### config.mk
export PLATFORM = sky130hd
export DESIGN_NAME = hazard_scoreboard
export DESIGN_NICKNAME = d
export VERILOG_FILES = /design/src/rtl/hazard_scoreboard_pkg.sv /design/src/rtl/hazard_scoreboard_fwd_select.sv /design/src/rtl/hazard_scoreboard.sv
export SDC_FILE = /design/constraint.sdc
export NUM_CORES = 1
export LEC_CHECK = 0
export BUFFER_PORTS_ARGS = -buffer_cell sky130_fd_sc_hd__buf_2
export CELL_PAD_IN_SITES_DETAIL_PLACEMENT = 1
export CELL_PAD_IN_SITES_GLOBAL_PLACEMENT = 1
export CORE_UTILIZATION = 39
export DETAILED_ROUTE_END_ITERATION = 8
export MAX_ROUTING_LAYER = met4
export PLACE_DENSITY = 0.8
export RECOVER_POWER = 25
export SLEW_MARGIN = 10
export SYNTH_ARGS = -nofsm -noshare
export SYNTH_HDL_FRONTEND = slang
export SYNTH_SLANG_ARGS = --single-unit
export TNS_END_PERCENT = 50
### constraint.sdc
create_clock -name clk -period 1.7 [get_ports clk]
set_input_delay 0.34 -clock clk [delete_from_list [all_inputs] [get_ports clk]]
set_output_delay 0.34 -clock clk [all_outputs]
set_load 0.005 [all_outputs]
### src/rtl/hazard_scoreboard_pkg.sv
// Shared types and constants for the pipeline hazard scoreboard.
// Holds the forwarding select encodings and the per-stage register tag layouts.
package hazard_scoreboard_pkg;

    localparam int REG_W = 5;

    localparam logic [1:0] FWD_RF  = 2'b00;
    localparam logic [1:0] FWD_WB  = 2'b01;
    localparam logic [1:0] FWD_MEM = 2'b10;

    typedef struct packed {
        logic             valid;
        logic             regw;
        logic             memread;
        logic [REG_W-1:0] rd;
        logic [REG_W-1:0] rs1;
        logic [REG_W-1:0] rs2;
    } ex_tag_t;

    typedef struct packed {
        logic             regw;
        logic             memread;
        logic [REG_W-1:0] rd;
    } mem_tag_t;

    typedef struct packed {
        logic             regw;
        logic [REG_W-1:0] rd;
    } wb_tag_t;

endpackage

### src/rtl/hazard_scoreboard_fwd_select.sv
// Prioritised forwarding select for one EX operand.
// The younger producer in MEM beats the older one in WB; x0 is never forwarded.
module hazard_scoreboard_fwd_select
    import hazard_scoreboard_pkg::*;
(
    input  logic             ex_valid_i,
    input  logic [REG_W-1:0] ex_rs_i,
    input  logic             mem_regw_i,
    input  logic             mem_load_i,
    input  logic [REG_W-1:0] mem_rd_i,
    input  logic             wb_regw_i,
    input  logic [REG_W-1:0] wb_rd_i,
    output logic [1:0]       fwd_o
);

    logic memHit;
    logic wbHit;

    // A load in MEM has no data yet; the load-use stall keeps its dependents out of EX.
    assign memHit = mem_regw_i && !mem_load_i && (mem_rd_i != '0) && (mem_rd_i == ex_rs_i);
    assign wbHit  = wb_regw_i && (wb_rd_i != '0) && (wb_rd_i == ex_rs_i);

    always_comb begin
        fwd_o = FWD_RF;
        if (ex_valid_i) begin
            if (memHit) begin
                fwd_o = FWD_MEM;
            end else if (wbHit) begin
                fwd_o = FWD_WB;
            end
        end
    end

endmodule

### src/rtl/hazard_scoreboard.sv
// Hazard controller for the 5-stage pipeline: tracks EX/MEM/WB register tags and
// produces load-use stall, flush bubbles, memory freeze and EX forwarding selects.
module hazard_scoreboard
    import hazard_scoreboard_pkg::*;
#(
    parameter int CNT_W     = 16,
    parameter int XLEN_REGS = 32
) (
    input  logic                         clk,
    input  logic                         rst_n,
    input  logic                         id_valid,
    input  logic [$clog2(XLEN_REGS)-1:0] id_rs1,
    input  logic [$clog2(XLEN_REGS)-1:0] id_rs2,
    input  logic [$clog2(XLEN_REGS)-1:0] id_rd,
    input  logic                         id_regw,
    input  logic                         id_memread,
    input  logic                         flush,
    input  logic                         mem_busy,
    output logic                         stall_if_id,
    output logic                         bubble_id_ex,
    output logic                         freeze_all,
    output logic [1:0]                   forward_a,
    output logic [1:0]                   forward_b,
    output logic [CNT_W-1:0]             stall_count
);

    ex_tag_t          ex_q, ex_d;
    mem_tag_t         mem_q, mem_d;
    wb_tag_t          wb_q, wb_d;
    logic [CNT_W-1:0] stall_count_q, stall_count_d;
    logic             loadUse;

    assign loadUse = id_valid && ex_q.valid && ex_q.memread && (ex_q.rd != '0) &&
                     ((ex_q.rd == id_rs1) || (ex_q.rd == id_rs2));

    assign freeze_all   = mem_busy;
    assign stall_if_id  = mem_busy || (loadUse && !flush);
    assign bubble_id_ex = !mem_busy && (flush || loadUse);
    assign stall_count  = stall_count_q;

    // A busy memory freezes everything, including a pending flush; otherwise tags
    // advance one stage and EX takes either a bubble or the ID instruction.
    always_comb begin
        ex_d          = ex_q;
        mem_d         = mem_q;
        wb_d          = wb_q;
        stall_count_d = stall_count_q;
        if (!mem_busy) begin
            mem_d.regw    = ex_q.regw;
            mem_d.memread = ex_q.memread;
            mem_d.rd      = ex_q.rd;
            wb_d.regw     = mem_q.regw;
            wb_d.rd       = mem_q.rd;
            if (flush || loadUse) begin
                ex_d = '0;
            end else begin
                ex_d.valid   = id_valid;
                ex_d.regw    = id_regw && id_valid;
                ex_d.memread = id_memread && id_valid;
                ex_d.rd      = id_rd;
                ex_d.rs1     = id_rs1;
                ex_d.rs2     = id_rs2;
            end
            if (loadUse && !flush && (stall_count_q != '1)) begin
                stall_count_d = stall_count_q + CNT_W'(1);
            end
        end
    end

    always_ff @(posedge clk or negedge rst_n) begin
        if (!rst_n) begin
            ex_q          <= '0;
            mem_q         <= '0;
            wb_q          <= '0;
            stall_count_q <= '0;
        end else begin
            ex_q          <= ex_d;
            mem_q         <= mem_d;
            wb_q          <= wb_d;
            stall_count_q <= stall_count_d;
        end
    end

    hazard_scoreboard_fwd_select u_fwd_a (
        .ex_valid_i (ex_q.valid),
        .ex_rs_i    (ex_q.rs1),
        .mem_regw_i (mem_q.regw),
        .mem_load_i (mem_q.memread),
        .mem_rd_i   (mem_q.rd),
        .wb_regw_i  (wb_q.regw),
        .wb_rd_i    (wb_q.rd),
        .fwd_o      (forward_a)
    );

    hazard_scoreboard_fwd_select u_fwd_b (
        .ex_valid_i (ex_q.valid),
        .ex_rs_i    (ex_q.rs2),
        .mem_regw_i (mem_q.regw),
        .mem_load_i (mem_q.memread),
        .mem_rd_i   (mem_q.rd),
        .wb_regw_i  (wb_q.regw),
        .wb_rd_i    (wb_q.rd),
        .fwd_o      (forward_b)
    );

endmodule

==> metrics.md <==
| Metric | Value |
|---|---|
| PortBufs | `between 40 and 50` |
| Maximum vdd drop | `about 0.36 mV` |
| Status | `finished with violations` |
| Final period utilization | `130%` |
| CTS tree | `done` |
| Die Ht | `~80 microns` |
| Main synth FF type | `dfrtp_1` |
| Gate power share | `about a fifth` |
| CTS max path bufs | `2` |
| Worst Path Arrival | `about 1.9 ns` |
| Switch share | `slightly below 30%` |
| Max-Cap Viols | `0` |
| DR iter-0 viols | `between 100 and 150` |
| Worst EP required | `1.36 ns` |
| Post-DP HPWL | `slightly below 5000 microns` |
| Synthesized area | `between 2000 and 2500 sq um` |
| Initial Util | `roughly two fifths` |
| Share of layout cells above drive strength 1 | `between 50% and 60%` |
| Total power divided by cell area | `around 700 nW/um^2` |
| Leakage | `around 1.8 nW` |
| Xor-xnor portion of the synthesized cell area | `16.6%` |
| Final Worst Setup Slack | `-0.508 ns` |
| CP max FO | `4` |
| Root Buffer | `clkbuf_8` |
| Grt ovf | `0` |
| Hold_buf cts | `0` |
| Final min period | `2.21 ns` |
| Sequential-to-total area share from yosys stat | `between 40% and 50%` |
| Fmax achieved | `453 MHz` |
| Post-synth top area cell | `dfrtp_1` |
| Largest net degree at the start of global routing | `48` |
| # setup viols final | `34` |
| Reg power frac | `around half` |
| CP endpoint kind | `output port` |
| Max-slew violation count | `0` |
| Mapped Cells | `around 210` |
| I/O pin total | `45` |
| FP Rows | `28` |
| Async S/R FF share, synth | `100%` |
| Nets | `347` |
| TritonRoute pass-1 iters | `4` |
| Core ar. | `between 5000 and 6000 sq um` |
| Latest clock arrival within the worst-skew pair | `between 0.3 and 0.4 ns` |
| DR vias/cell | `approximately 5.6` |
| Synth top area cells | `dfrtp_1 (50%), xor2_1 (9.2%), xnor2_1 (7.4%), mux2_2 (6.6%), a32o_1 (4.6%)` |
| Skew final | `0.00747 ns` |
| Final antenna-violating net count | `0` |
| Post-synthesis simple-gate area fraction | `16.5%` |
| WS Path Type | `reg -> out` |
| Gr usage total | `29.6%` |
| Worst slew pin tran | `about 1.2 ns` |
| Fillers | `640` |
| Synth top cells by count | `dfrtp_1 (47), xor2_1 (25), xnor2_1 (20)` |
| Area fraction in compound gates after synthesis | `between 7 and 8%` |
| Syn Nets | `roughly 240` |
| Synth Area in Adders | `0.527%` |
| Detailed-route via count | `2229` |
| Synth cell types | `32` |
| Area grow syn2layout | `51.3%` |
| Worst hold-check path type | `in -> reg` |
| DRC | `0` |
| Count leader, synth | `dfrtp_1` |
| Initial antenna violation count | `0` |
| CP max stage delay | `about 0.53 ns` |
| Clock Sink Count | `between 40 and 50` |
| Vias in the first global route | `2359` |
| Die X | `80.0 microns` |
| Critical path, cell by cell | `xor2_1 -> or4_4 -> nor4_2 -> buf_2` |
| Hold Slack | `roughly 0.27 ns` |
| Max-slew headroom | `20.1%` |
| Clk pwr share | `between 20 and 30%` |
| Pint | `1.78 mW` |
| Seq cells post-synth | `47` |
| Total CTS buffers | `5` |
| Hold Vio Cnt, Final | `0` |
| Placer congestion estimate | `0.785` |
| Startpoint Class | `register` |
| RSZ-0062 raised after global routing | `yes` |
| Failing checks | `negative setup slack` |
| Avg WL per Cell | `22.6 microns` |
| Sw power | `about 0.75 mW` |
| Top cell type's share of synthesized area | `around 50%` |
| Clock Pin Slew Worst Setup and Hold Paths | `0.09 ns` |
| First-pass GRT wire length | `~13000 microns` |
| Post-synthesis mux area share | `under 10%` |
| Antenna fix cells | `0` |
| Die area | `about 6400 sq um` |
| Syn_area_per_cell | `~11 sq um` |
| Util after Layout | `between 60% and 70%` |
| Routed WL | `approximately 9000 microns` |
| Post-synth EDFFs | `0` |
| Worst path slowest cell | `or4_4` |
| Syn. warnings | `0` |
| Largest family of logic cells by synthesized area | `XOR/XNOR gates` |
| Htree depth | `2` |
state kept, by name, indices dropped and copies added, names as in the netlist:
register	count
ex_q	18
stall_count	16
wb_q	6
mem_q	7
metal layers:
layer  routed length (microns)  track usage (%)
met1                      3690             34.9
met3                       269             3.31
met5                         0                -
met4                       313             13.0
met2                      4740             50.8
path summary, 6_finish.rpt:
check | startpoint | depth (start not counted) | to | slack, ns
setup / recovery | wb_q[4] | 4 | forward_a[0] | -0.51
hold / removal | id_rd[2] | 3 | ex_q[12] | 0.27
setup reg to reg | ex_q[12] | 8 | stall_count[11] | -0.40
hold reg to reg | wb_q[5] | 1 | wb_q[5] | 0.55
max in group asynchronous | rst_n | 2 | ex_q[11] | 0.55
min in group asynchronous | rst_n | 2 | ex_q[16] | 0.35
placed cells by master, fill, tap and decap left out, types with 4 or more instances in the layout:
cell type | Yosys | routed
buf_6 | 1 | 8
buf_4 | 1 | 57
nand2b_1 | 6 | 6
clkbuf_8 | 0 | 6
dfrtp_2 | 0 | 5
inv_1 | 5 | 5
nor2_4 | 0 | 4
o21ai_0 | 6 | 5
xor2_1 | 25 | 24
a32o_1 | 11 | 10
dfrtp_1 | 47 | 42
nor4_2 | 0 | 4
nand3_1 | 11 | 9
nand2_1 | 15 | 14
nor3_4 | 0 | 5
mux2_2 | 14 | 14
xnor2_1 | 20 | 17
buf_2 | 1 | 44
metrics by stage:
step                TNS (ns)  std cells  area, sq um  total power, mW  setup slack (ns)
CTS                    -4.45        393         3440             2.43            -0.485
finish                 -7.74        399         3590             2.52            -0.508
floorplan            -0.0119        212         2400             1.49          -0.00631
global placement      -0.935        377         3090             1.68            -0.128
global route           -9.58        399         3590             2.61            -0.557
detailed placement     -2.16        377         3090             1.71            -0.204
power by group through the flow:
stage,Sequential (mW),Combinational [mW],Clock (mW)
6_report,1.28,0.534,0.712
5_1_grt,1.28,0.569,0.759
4_1_cts,1.26,0.468,0.704
3_5_place_dp,1.28,0.422,0
3_3_place_gp,1.28,0.403,0
2_1_floorplan,1.27,0.211,0
worst max-delay path: cells and delay by family (launching register included):
family,cells,cell delay [ns]
AND/OR/NAND/NOR,2,0.78
flip-flops,1,0.45
XOR/XNOR,1,0.19
buffers and inverters,1,0.14
logic make-up (layout without fill, tap and decap cells):
group,count (synthesis),count (layout)
flip-flops,47,47
buffers and inverters,13,124
adder cells (fa/ha/maj),1,1
XOR/XNOR,45,45
AO/OA/AOI/OAI,22,22
multiplexers,14,14
AND/OR/NAND/NOR,70,71
repair_timing:
item,4_1_cts,5_1_grt
setup endpoints to repair,31,35
cloned,1,0
pin swaps,12,30
endpoints found under the hold margin,0,0
buffers inserted,8,8
gates resized for setup,35,28
area by class of cell:
class	instances	area, sq um	area share [%]
Multi-Input combinational cell	153	1430	39.7
Sequential cell	47	1180	32.9
Timing Repair Buffer	112	783	21.8
Tap cell	75	93.8	2.61
Clock buffer	6	82.6	2.30
Inverter	5	18.8	0.523
Clock inverter	1	5.00	0.139
No activity file was read; power rests on OpenSTA's default activity.
